File: src/rtl/song_sequencer.sv
// rtl/song_sequencer.sv - playback control: song index, play/pause state and player restart pulse
// Prioritised next/prev/keypad/end-of-song handling with four end-of-song modes; all outputs registered.
module song_sequencer #(
  parameter int NUM_SONGS = 4,
  parameter int SONG_W    = $clog2(NUM_SONGS)
) (
  input  logic              clk,
  input  logic              reset,
  input  logic              play_button,
  input  logic              next_button,
  input  logic              prev_button,
  input  logic              select_valid,
  input  logic [SONG_W-1:0] select_song,
  input  logic [1:0]        mode,
  input  logic              song_done,
  output logic              play,
  output logic [SONG_W-1:0] song,
  output logic              reset_player
);

  typedef enum logic {
    PAUSED  = 1'b0,
    PLAYING = 1'b1
  } state_t;

  localparam logic [1:0] MODE_STOP         = 2'd0;
  localparam logic [1:0] MODE_ADVANCE      = 2'd1;
  localparam logic [1:0] MODE_REPEAT_ONE   = 2'd2;
  localparam logic [1:0] MODE_ONCE_THROUGH = 2'd3;

  localparam logic [SONG_W-1:0] LAST  = SONG_W'(NUM_SONGS - 1);
  localparam logic [SONG_W:0]   COUNT = (SONG_W + 1)'(NUM_SONGS);

  state_t            state;
  state_t            state_nx;
  logic [SONG_W-1:0] song_nx;
  logic [SONG_W-1:0] song_inc;
  logic [SONG_W-1:0] song_dec;
  logic              pulse_nx;
  logic              select_ok;

  // Explicit wrap compares so non-power-of-two song counts never reach an invalid index.
  assign song_inc  = (song == LAST) ? '0 : song + 1'b1;
  assign song_dec  = (song == '0) ? LAST : song - 1'b1;
  assign select_ok = select_valid && ({1'b0, select_song} < COUNT);

  always_ff @(posedge clk or negedge reset) begin
    if (!reset) begin
      state        <= PAUSED;
      song         <= '0;
      reset_player <= 1'b0;
    end else begin
      state        <= state_nx;
      song         <= song_nx;
      reset_player <= pulse_nx;
    end
  end

  always_comb begin
    state_nx = state;
    song_nx  = song;
    pulse_nx = 1'b0;
    if (select_ok) begin
      song_nx  = select_song;
      state_nx = PLAYING;
      pulse_nx = 1'b1;
    end else if (prev_button) begin
      song_nx  = song_dec;
      state_nx = PAUSED;
      pulse_nx = 1'b1;
    end else if (next_button) begin
      song_nx  = song_inc;
      state_nx = PAUSED;
      pulse_nx = 1'b1;
    end else if (song_done && state == PLAYING) begin
      pulse_nx = 1'b1;
      case (mode)
        MODE_STOP: begin
          song_nx  = song_inc;
          state_nx = PAUSED;
        end
        MODE_ADVANCE:    song_nx = song_inc;
        MODE_REPEAT_ONE: song_nx = song;
        MODE_ONCE_THROUGH: begin
          // Last song wraps to the first and stops rather than looping forever.
          if (song == LAST) begin
            song_nx  = '0;
            state_nx = PAUSED;
          end else begin
            song_nx  = song_inc;
          end
        end
        default: song_nx = song;
      endcase
    end else if (play_button) begin
      state_nx = (state == PLAYING) ? PAUSED : PLAYING;
    end
  end

  always_comb begin
    play = (state == PLAYING);
  end

endmodule

File: config.mk
export PLATFORM = sky130hd
export DESIGN_NAME = song_sequencer
export DESIGN_NICKNAME = d
export VERILOG_FILES = /design/src/rtl/song_sequencer.sv
export SDC_FILE = /design/constraint.sdc
export NUM_CORES = 1
export LEC_CHECK = 0
export BUFFER_PORTS_ARGS = -buffer_cell sky130_fd_sc_hd__buf_2
export CORE_AREA = 2 2 39 41
export DETAILED_ROUTE_END_ITERATION = 12
export DIE_AREA = 0 0 41 43
export GPL_ROUTABILITY_DRIVEN = 1
export GPL_TIMING_DRIVEN = 0
export PLACE_DENSITY_LB_ADDON = 0.15
export SYNTH_ARGS = -nofsm -noshare
export SYNTH_HDL_FRONTEND = slang
export SYNTH_SLANG_ARGS = --single-unit
File: constraint.sdc
create_clock -name clk -period 1.5 [get_ports clk]
set_input_delay 0.3 -clock clk [delete_from_list [all_inputs] [get_ports clk]]
set_output_delay 0.3 -clock clk [all_outputs]
set_load 0.02 [all_outputs]
## After elaboration in Yosys (flattened, before gate mapping)

Index checks and enable logic that the tools add are counted.

| word-level totals | value |
|---|---|
| register bits | 4 |
| output and inout port bits | 4 |
| input port bits | 11 |
| logic and storage cells | 40 |

| operators by class | value |
|---|---|
| eq/ne operators | 7 |
| reduce and logical (&&, ||, !) cells | 8 |
| multiplexer cells | 20 |
| add/sub/neg operators | 2 |

Operator list:

| kind | number |
|---|---|
| 2-bit 2-to-1 mux | 7 |
| 1-bit 2-to-1 mux | 11 |
| 2-bit equality test (second input constant) | 3 |
| 6-bit by 4-bit inequality test with 1-bit output (second input constant) | 1 |
| 6-bit inequality test (second input constant) | 1 |
| 5-bit nonzero test | 1 |
| 2-bit zero test | 2 |
| 4-bit inequality test (second input constant) | 1 |
| 2-bit one-hot mux with 2 select lines | 1 |
| 4-bit nonzero test | 1 |
| 3-bit AND reduction | 1 |
| 2-bit by 1-bit adder with 2-bit output (second input constant) | 1 |
| 2-bit by 1-bit equality test with 1-bit output (second input constant) | 1 |
| 1-bit one-hot mux with 2 select lines | 1 |
| 2-bit AND reduction | 1 |
| 2-bit OR reduction | 1 |
| 2-bit by 1-bit subtractor with 2-bit output (second input constant) | 1 |
| 1-bit logical AND | 1 |

## Depth between registers and ports, before layout

| logic depth | value |
|---|---|
| depth in word-level cells | 8 |
| gate-level depth with buffers | 5 |
| depth with buffers taken out | 5 |

## Least setup slack after synthesis

No wires, ideal clock.

| timing | value |
|---|---|
| path kind | register -> register |
| start point | reg song[0] |
| end point | reg state (netlist: play) |
| required time | 1.361 ns |
| buffers on the path | 0 |
| library setup time | 0.139 ns |
| arrival time | 1.291 ns |
| clock period less this slack | 1.429 ns |
| slack | 0.071 ns |
| cell stages (with the launch flop) | 5 |
| cells stage by stage | dfrtp_1 > ha_1 > nand2b_1 > a2111oi_1 > or4_1 |

| between the ends | value |
|---|---|
| cells in the longest elaborated chain, start to end | 3 |

RTL lines:

| element | line | source |
|---|---|---|
| start: declaration | 17 | `output logic [SONG_W-1:0] song,` |
| start signal: assignment | 54 | `song <= song_nx;` |
| 2-bit equality test | 86 | `if (song == LAST) begin` |
| 6-bit inequality test (no source line) | - |  |
| 3-bit AND reduction (no source line) | - |  |
| end signal: assignment | 53 | `state <= state_nx;` |
| end: declaration | 34 | `state_t state;` |

No other way between the ends.
A chain may end at the register's enable or synchronous reset.

## Final worst setup path

| timing | value |
|---|---|
| start point | reg song[1] |
| end point | reg state (netlist: play) |

The elaborated chain is that of the path after synthesis.

==> impl_results.md <==
* Max Cap Viol at 0
* Pwr/cell area at approximately 930 nW/um^2
* Share of layout cells above drive strength 1 at 0.408
* Crit path to: play
* Area after DPL at between 300 and 400 um^2
* Flop-to-flop setup slack at 0.1 ns
* Via count at 292
* Clk_skew at 0.00318 ns
* FF-to-FF path depth at 4
* Largest net degree at the start of global routing at 8
* Wire length per cell at 10.5 um
* H-tree levels at 1
* Simple-gate portion of the synthesized area at 0.232
* Drt drc at 0
* Area occupied by multi-input gates at roughly 190 um^2
* Share of the clock period used by the worst path at 0.936
* Chip height at 43 um
* Library cells used by synthesis at 18
* Final setup margin at approximately 0.096 ns
* Post-synthesis sequential area ratio at 0.338
* RSZ-0062 raised after global routing: no
* Clk Latency, worst-skew pair at roughly 0.23 ns
* Fillers at 162
* First-pass GRT wire length at 1.09 mm
* Mux cell area share after synthesis at 0.0380
* Avg Inst Size Synth at 9.88 um^2
* Status: complete, no violations
* Post-Synth Adder-Cell Area at 0.169
* Final Net Count at between 60 and 70
* Fin. Hold Viols at 0
* CTS tree: yes
* Max Slew Vio Count at 0
* Final setup TNS at 0 ns
* Port Buffers at 14
* RR Endpoint: play
* Pre-Repair DR Iteration Count at 3
* Pre-CTS worst setup slack at 0.0719 ns
* Chip width at between 40 and 50 um
* Total wire length at 680 um
* Largest family of logic cells by synthesized area: simple AND/OR/NAND/NOR gates
* Mapped Cells at 30
* Measured slew at the worst slew-check pin at roughly 0.26 ns
* Vias in the first global route at 283
* Hold crit path type: primary input to flop
* GRT overflow at 0
* DP HPWL at 568 um
* Total CTS buffers at 3
* Crit Path Category: flop to flop
* Min Clock Period, post-route at 1.40 ns
* Synth Area in Compound Gates at 0.156
* Leakage power at about 0.00020 uW
* GRT Overall Usage at 0.0974
* IO Pins at 15
* Vias per cell at 4.49
* Setup violations, final at 0
* Yosys reg bits at 4
* Clock-pin slew on the worst setup and hold paths at 0.04 ns
* Initial DRC Count at 3
* Sink Count at 4
* Worst r2r src: song[1]
* Die area at 1760 um^2
* Setup crit start kind: flop
* Final Cell Area at 432 um^2
* Core outline area at 1380 um^2
* ANT nets after route at 0
* Rows at 14
* Seq. cell area at ~100 um^2
* Synthesized area at 297 um^2
* Crit Path Max Fanout at 4
* Clk root buf: clkbuf_4
* RePlAce Congestion at 0.741
* Clk buf depth at 2
* Ant diodes at 0
* Slew margin rel. at 0.821
* CP Launch Point: song[1]
* XOR/XNOR Fraction of Synth Area at 0.0295
* Worst vdd ir at 0.143 mV
* Max Clk Rate at 712 MHz
* Data arrival, critical path at 1.50 ns
* Critical path endpoint category: flop
* Antenna violations before repair at 0
* Syn_nets at 45
* Critical Path RT at 1.59 ns
* P&R area growth vs syn at 45.6%
* Initial Util at 0.214
* Yosys warns at 0
-- placed cells by master, fill, tap and decap left out --
cell type,count
inv_1,3
ha_1,4
o21a_1,1
nand2b_1,3
o31ai_1,1
nor4b_1,1
o21ai_0,1
o211ai_1,1
nor3_2,1
nor2b_1,1
mux2_1,1
xnor2_1,1
clkbuf_4,3
buf_2,14
nor4_1,1
or4_1,1
dfrtp_1,4
buf_4,1
nand2_1,3
a2111oi_2,1
dlygate4sd3_1,1
a221oi_1,1
-- report_power, final --
group	leakage, uW	total (uW)	internal (uW)	switching [uW]
Clock	0.0000138	132	89.4	42.5
Combinational	0.000144	134	64.1	70.0
Sequential	0.0000441	136	123	13.2
-- per-stage QoR --
stage / util / cells / power (uW) / hold slack [ns]
2_1_floorplan: - / 30 / 213 / 0.00441
3_5_place_dp: 0.279 / 60 / 261 / 0.113
6_report: 0.312 / 65 / 402 / 0.351
4_1_cts: 0.303 / 64 / 407 / 0.328
3_3_place_gp: 0.279 / 60 / 259 / 0.106
5_1_grt: 0.312 / 65 / 440 / 0.365
-- Yosys cell counts --
cell type / n / area (um^2)
nand2b_1: 3 / 18.8
o21ai_0: 1 / 5.00
nor2b_1: 1 / 6.26
or4_1: 1 / 7.51
nor4b_1: 1 / 8.76
o31ai_1: 1 / 7.51
a221oi_1: 1 / 8.76
nor3_2: 1 / 10.0
a2111oi_1: 1 / 10.0
o211ai_1: 1 / 7.51
o21a_1: 1 / 7.51
nor4_1: 1 / 6.26
mux2_1: 1 / 11.3
ha_1: 4 / 50.1
xnor2_1: 1 / 8.76
inv_1: 3 / 11.3
dfrtp_1: 4 / 100
nand2_1: 3 / 11.3
-- final cells by class --
cell class | instances | area share
multi-input cells | 23 | 0.441
flip-flops and latches | 4 | 0.232
inverters | 3 | 0.0261
clock buffers | 3 | 0.0522
well taps | 16 | 0.0464
repair buffers | 16 | 0.203
-- kinds of logic (layout without fill, tap and decap cells) --
group	Yosys count	count (layout)
and+or+nand+nor	11	11
AOI/OAI and AO/OA	6	6
adders and majority gates	4	4
DFF	4	4
buffers and inverters	3	22
xor gates and xnor gates	1	1
muxes	1	1
-- worst min path at each step --
stage | start | endpoint | slack (ns) | cells after the start
after global routing | next_button | reset_player | 0.37 | 3
after detailed placement | reset | reset_player | 0.11 | 1
after CTS | next_button | reset_player | 0.33 | 3
after global placement | reset | reset_player | 0.11 | 1
after floorplan | reset | play | 0.004 | 0
final | next_button | reset_player | 0.35 | 3
-- sequential cells by signal, indices dropped and copies added (netlist names) --
name / count
reset_player: 1
play: 1
song: 2
-- layer usage --
metal | wire length (um) | global-route usage | vias up
li1 | - | - | 149
met1 | 294 | 0.0997 | 136
met2 | 349 | 0.141 | 7
met3 | 37 | 0.0314 | 0
met4 | 0 | 0.100 | 0
met5 | 0 | 0 | -
-- critical path: stages, from the launching register on --
cell and delay [ns]:
dfrtp_1 0.38, ha_1 0.19, nand2b_1 0.12, a2111oi_2 0.06, or4_1 0.51
-- timing repair --
item,CTS,global route
hold endpoints to repair,4,0
setup endpoints to repair,0,1
hold buffers,1,0
buffers inserted,0,1
resized for setup,0,1
No activity file was read; power rests on OpenSTA's default activity.
